--- config.mk ---
export PLATFORM = sky130hd
export DESIGN_NAME = seq_detector_param
export DESIGN_NICKNAME = d
export VERILOG_FILES = /design/src/rtl/seq_det_pkg.sv /design/src/rtl/sat_counter.sv /design/src/rtl/seq_detector_param.sv
export SDC_FILE = /design/constraint.sdc
export NUM_CORES = 1
export LEC_CHECK = 0
export CAP_MARGIN = 20
export CORE_AREA = 8 8 45 47
export DETAILED_ROUTE_END_ITERATION = 8
export DIE_AREA = 0 0 53 55
export PLACE_DENSITY = 0.3
export SLEW_MARGIN = 20
export SYNTH_ARGS = -nofsm -noshare
export SYNTH_HDL_FRONTEND = slang
export SYNTH_HIERARCHICAL = 1
export SYNTH_SLANG_ARGS = --single-unit
--- constraint.sdc ---
create_clock -name clk -period 1.8 [get_ports clk]
set_input_delay 0.18 -clock clk [delete_from_list [all_inputs] [get_ports clk]]
set_output_delay 0.18 -clock clk [all_outputs]
set_load 0.005 [all_outputs]
--- src/rtl/seq_det_pkg.sv ---
`default_nettype none
// ============================================================================
// Module   : seq_det_pkg
// Brief    : Elaboration-time helpers for the parametrised sequence detector.
// Revision : 1.0
// ============================================================================
package seq_det_pkg;

  localparam int MAX_PAT_W = 16;
  localparam int MAX_SW    = $clog2(MAX_PAT_W + 1);

  typedef enum logic {
    OUT_MEALY = 1'b0,
    OUT_MOORE = 1'b1
  } out_style_e;

  function automatic int state_width(input int pat_w);
    return $clog2(pat_w + 1);
  endfunction

  // Bit i in arrival order (0 = first received, i.e. the pattern MSB).
  function automatic logic pat_bit(input logic [MAX_PAT_W-1:0] pattern,
                                   input int width, input int i);
    logic b;
    b = 1'b0;
    for (int k = 0; k < MAX_PAT_W; k++) begin
      if (k == width - 1 - i) b = pattern[k];
    end
    return b;
  endfunction

  function automatic int next_prefix(input logic [MAX_PAT_W-1:0] pattern,
                                     input int width, input int s,
                                     input logic x);
    int   best;
    int   idx;
    logic ok;
    logic wb;
    best = 0;
    for (int k = 1; k <= MAX_PAT_W; k++) begin
      if (k <= s + 1 && k <= width) begin
        ok = 1'b1;
        for (int i = 0; i < MAX_PAT_W; i++) begin
          if (i < k) begin
            idx = s + 1 - k + i;
            wb  = (idx == s) ? x : pat_bit(pattern, width, idx);
            if (wb != pat_bit(pattern, width, i)) ok = 1'b0;
          end
        end
        if (ok) best = k;
      end
    end
    return best;
  endfunction

  function automatic int border_len(input logic [MAX_PAT_W-1:0] pattern,
                                    input int width);
    int   best;
    logic ok;
    best = 0;
    for (int k = 1; k < MAX_PAT_W; k++) begin
      if (k < width) begin
        ok = 1'b1;
        for (int i = 0; i < MAX_PAT_W; i++) begin
          if (i < k && pat_bit(pattern, width, i) != pat_bit(pattern, width, width - k + i))
            ok = 1'b0;
        end
        if (ok) best = k;
      end
    end
    return best;
  endfunction

endpackage
`default_nettype wire

--- src/rtl/sat_counter.sv ---
`default_nettype none
// ============================================================================
// Module   : sat_counter
// Brief    : Up-counter that sticks at all-ones instead of wrapping.
// Revision : 1.0
// ============================================================================
module sat_counter #(
  parameter int W = 8
) (
  input  logic         clk,
  input  logic         rst,
  input  logic         inc,
  output logic [W-1:0] q
);

  always_ff @(posedge clk or posedge rst) begin
    if (rst) begin
      q <= '0;
    end else if (inc && (q != {W{1'b1}})) begin
      q <= q + W'(1);
    end
  end

endmodule
`default_nettype wire

--- src/rtl/seq_detector_param.sv ---
`default_nettype none
// ============================================================================
// Module   : seq_detector_param
// Brief    : Serial pattern detector, Moore/Mealy and overlap selectable.
//            Define SEQ_DET_CNT_EN to add the saturating match_cnt output.
// Revision : 1.0
// ============================================================================
module seq_detector_param
  import seq_det_pkg::*;
#(
  parameter int               PAT_W   = 4,
  parameter logic [PAT_W-1:0] PATTERN = 4'b1011,
  parameter int               MOORE   = 1,
  parameter int               OVERLAP = 1,
  parameter int               CNT_W   = 8
) (
  input  logic                          clk,
  input  logic                          rst,
  input  logic                          en,
  input  logic                          x,
  output logic                          z,
  output logic [state_width(PAT_W)-1:0] state
`ifdef SEQ_DET_CNT_EN
  ,
  output logic [CNT_W-1:0]              match_cnt
`endif
);

  localparam int                     SW      = state_width(PAT_W);
  localparam int                     NTAB    = 2 ** SW;
  localparam logic [MAX_PAT_W-1:0]   PAT_EXT = MAX_PAT_W'(PATTERN);
  localparam int                     RESTART = (OVERLAP != 0) ? border_len(PAT_EXT, PAT_W) : 0;
  localparam out_style_e             STYLE   = (MOORE != 0) ? OUT_MOORE : OUT_MEALY;
  localparam logic [SW-1:0]          S_TERM  = SW'(PAT_W);
  localparam logic [SW-1:0]          S_LAST  = SW'(PAT_W - 1);

  logic [SW-1:0] nxt0_tab [NTAB];
  logic [SW-1:0] nxt1_tab [NTAB];
  logic [SW-1:0] state_nxt;

  generate
    if (PAT_W < 2 || PAT_W > MAX_PAT_W || CNT_W < 1) begin : g_param_check
      $error("seq_detector_param: PAT_W must be 2..16 and CNT_W at least 1");
    end

    // Table is padded to a power of two so unused encodings fall back to 0.
    for (genvar s = 0; s < NTAB; s++) begin : g_tab
      localparam int FROM = (s == PAT_W) ? RESTART : s;
      localparam int RAW0 = (s <= PAT_W) ? next_prefix(PAT_EXT, PAT_W, FROM, 1'b0) : 0;
      localparam int RAW1 = (s <= PAT_W) ? next_prefix(PAT_EXT, PAT_W, FROM, 1'b1) : 0;
      localparam int NXT0 = (STYLE == OUT_MEALY && RAW0 == PAT_W) ? RESTART : RAW0;
      localparam int NXT1 = (STYLE == OUT_MEALY && RAW1 == PAT_W) ? RESTART : RAW1;
      assign nxt0_tab[s] = SW'(NXT0);
      assign nxt1_tab[s] = SW'(NXT1);
    end
  endgenerate

  always_ff @(posedge clk or posedge rst) begin
    if (rst) begin
      state <= '0;
    end else begin
      state <= state_nxt;
    end
  end

  always_comb begin
    state_nxt = state;
    z         = 1'b0;
    if (en) begin
      state_nxt = x ? nxt1_tab[state] : nxt0_tab[state];
    end
    if (STYLE == OUT_MOORE) begin
      z = (state == S_TERM);
    end else begin
      z = en & (state == S_LAST) & (x == PATTERN[0]);
    end
  end

`ifdef SEQ_DET_CNT_EN
  logic hit;

  // A held terminal state is not a new match; only entry counts.
  assign hit = (STYLE == OUT_MOORE) ? (en & (state_nxt == S_TERM)) : z;

  sat_counter #(
    .W   (CNT_W)
  ) u_match_cnt (
    .clk (clk),
    .rst (rst),
    .inc (hit),
    .q   (match_cnt)
  );
`endif

endmodule
`default_nettype wire

==> results of run 1 <==
==> power by group through the flow <==
| stage | Combinational [mW] | Clock (mW) | Sequential (mW) |
|---|---|---|---|
| 2_1_floorplan | 0.0515 | 0 | 0.121 |
| 3_5_place_dp | 0.121 | 0 | 0.127 |
| 4_1_cts | 0.121 | 0.123 | 0.127 |
| 5_1_grt | 0.131 | 0.132 | 0.129 |
| 6_report | 0.117 | 0.116 | 0.127 |
| 3_3_place_gp | 0.120 | 0 | 0.127 |
==> worst paths after layout <==
path                                           start              endpoint  slack, ps  cells past startpoint
worst max-delay path            state[2]$_DFFE_PP0P_                     z        170                      3
worst min-delay path                             rst  state[0]$_DFFE_PP0P_        110                      2
worst max register to register  state[0]$_DFFE_PP0P_  state[1]$_DFFE_PP0P_        820                      3
worst min register to register  state[0]$_DFFE_PP0P_  state[1]$_DFFE_PP0P_        570                      1
max in group asynchronous                        rst  state[1]$_DFFE_PP0P_       1560                      2
min in group clk                state[0]$_DFFE_PP0P_  state[1]$_DFFE_PP0P_        570                      1
==> layer usage <==
metal | vias up | GRT usage
met4 | 0 | 0.0517
met2 | 8 | 0.0469
met3 | 0 | 0.0321
li1 | 89 | -
met1 | 81 | 0.0320
met5 | - | 0
==> final cells by class <==
class | count | share of cell area
clock buffers | 4 | 0.0909
inverters | 3 | 0.0390
multi-input cells | 13 | 0.299
flip-flops and latches | 3 | 0.260
well taps | 16 | 0.0693
repair buffers | 7 | 0.242
==> logic make-up after synthesis <==
family / share of synthesized area
buffers and inverters: 0.0652
AO/OA/AOI/OAI: 0.312
AND/OR/NAND/NOR: 0.188
flip-flops: 0.435
==> worst reg2reg max path: cells and delay by family, from the launching register on <==
kind / cells / cell delay [ps]
compound gates: 2 / 360
flops: 1 / 440
simple gates: 1 / 100
==> Yosys cell counts <==
| library cell | instances | area (sq um) |
|---|---|---|
| a211oi_1 | 1 | 7.51 |
| a21o_1 | 1 | 7.51 |
| dfrtp_1 | 3 | 75.1 |
| inv_1 | 2 | 7.51 |
| inv_2 | 1 | 3.75 |
| nand2_1 | 2 | 7.51 |
| nand2b_1 | 2 | 12.5 |
| nand3b_1 | 1 | 7.51 |
| nor3_1 | 1 | 5.00 |
| o21ai_0 | 1 | 5.00 |
| o21ai_2 | 1 | 8.76 |
| o22ai_1 | 1 | 6.26 |
| o31a_1 | 1 | 8.76 |
| o32a_1 | 1 | 10.0 |
==> cell usage in the layout, fill, tap and decap left out, types with 2 or more instances in the layout <==
cell type / netlist / routed
clkdlybuf4s50_1: 0 / 7
clkbuf_4: 0 / 3
dfrtp_1: 3 / 3
nand2b_1: 2 / 2
nand2_1: 2 / 2
inv_1: 2 / 2
==> impl_metrics.tcl, run 1 <==
set metrics [dict create \
    hp-class "primary input to asynchronous set/reset pin" \
    fin_crit_sh 0.905 \
    multiInputGateArea_sq_um 86.3 \
    vias 178 \
    synth_area_per_cell_sq_um 9.09 \
    die_h_microns 55 \
    crit_buf_inv 2 \
    drt_first_pass_iters 1 \
    reg_top3 "state (3)" \
    design.core.area_sq_um 1380 \
    peakVddDrop_mv 0.274 \
    drt-total-wl_microns 496 \
    grtUsageTotal 0.0377 \
    finalMaxSlewViolations 0 \
    start_util 0.125 \
    top_layer_used "met3" \
    seqCellArea_sq_um 75.1 \
    p_per_area_nw_per_um2 1250 \
    fin_skew_ps 0.885 \
    cts_hold_buf 0 \
    portBuffers 7 \
    dieArea_sq_um 2920 \
    setup_viol 0 \
    syn_to_final_growth_pct 67.4 \
    setup_ws_ps 171 \
    critPathLaunchType "flip-flop" \
    num-fill-cells 161 \
    path_clk_slew_ps 40 \
    grt_pass1_vias 178 \
    drive_gt1_frac 0.167 \
    postCtsSetupBuffers 0 \
    diodes 0 \
    final_util 0.209 \
    slowest_stage "clkdlybuf4s50_1" \
    switchingPower_mw 0.114 \
    leakage_nw 0.118 \
    synth_area_sq_um 173 \
    critical_path_arrival_ps 1450 \
    fin_nets 35 \
    vias_per_cell 3.87 \
    timing.hold.ws_ps 113 \
    wl_per_cell_microns 10.8 \
    wl_met3_microns 82 \
    crit_family "buffers and inverters" \
    crit_fanout 6 \
    final_cell_count_no_fill 46 \
    cts_root_buffer "clkbuf_4" \
    pin_count 8 \
    ctsResizeCount 0 \
    antenna_found_initial 0 \
    gp_congestion 0.644 \
    clock_path_buffers 2 \
    placed_area_sq_um 263 \
    antenna_violating_nets_post_route 0 \
    min_period_ps 1630 \
    critPathMaxStageDelay_ps 540 \
    hold_viol 0 \
    place_ws_ps 397 \
    placed_cells 42 \
    final_area_sq_um 289 \
    synthDistinctLibCells 14 \
    drtIter0Drc 0 \
    fp-row-count 14 \
    clock.fmax_mhz 614 \
    drcViolationCount 0 \
    cts_tree "yes" \
    rsz0062_at_grt "false" \
    netSwitchingFraction 0.316 \
    largest-register "state" \
    clock-sinks 3 \
    seq_power_share 0.353 \
    worst_pin_slew_ps 222 \
    synth_seq_area_share 0.435 \
    largest_register_ffs 3 \
    overflow 0 \
    power_frac_comb 0.326 \
    drt-met1-wl_microns 221 \
    ys_ff_latch 3 \
    max_cap_violations 0 \
    wl_met2_microns 192 \
    fin_tns_setup_ps 0 \
    status "completed" \
    clk_latency_ps 230 \
    yosysWarnings 6 \
    worstSetupPathType "flip-flop to output pin" \
    crit_path_cell_trace "inv_2, nor3_1, clkdlybuf4s50_1" \
    grt_pass1_wl_microns 717 \
    required_ps 1620 \
    cp-end-kind "output pin" \
    grt_max_degree 8 \
    hpwl_microns 401 \
    htreeDepth 1 \
    synth_cells 19 \
    die_x_microns 53 \
    cts_buffers 3 \
    clock_power_share 0.321 \
    syn_nets 23 \
    intPower_mw 0.246 \
    power_mw 0.360 \
    slew_headroom 0.852 \
]
Note: power is estimated with default switching activity, not from simulation.
==> inputs of run 2 (changes only) <==
Settings changed: CAP_MARGIN 20 to unset.
==> results of run 2 <==
Same layout as run 1: the final DEF is identical, and so are final timing and power.
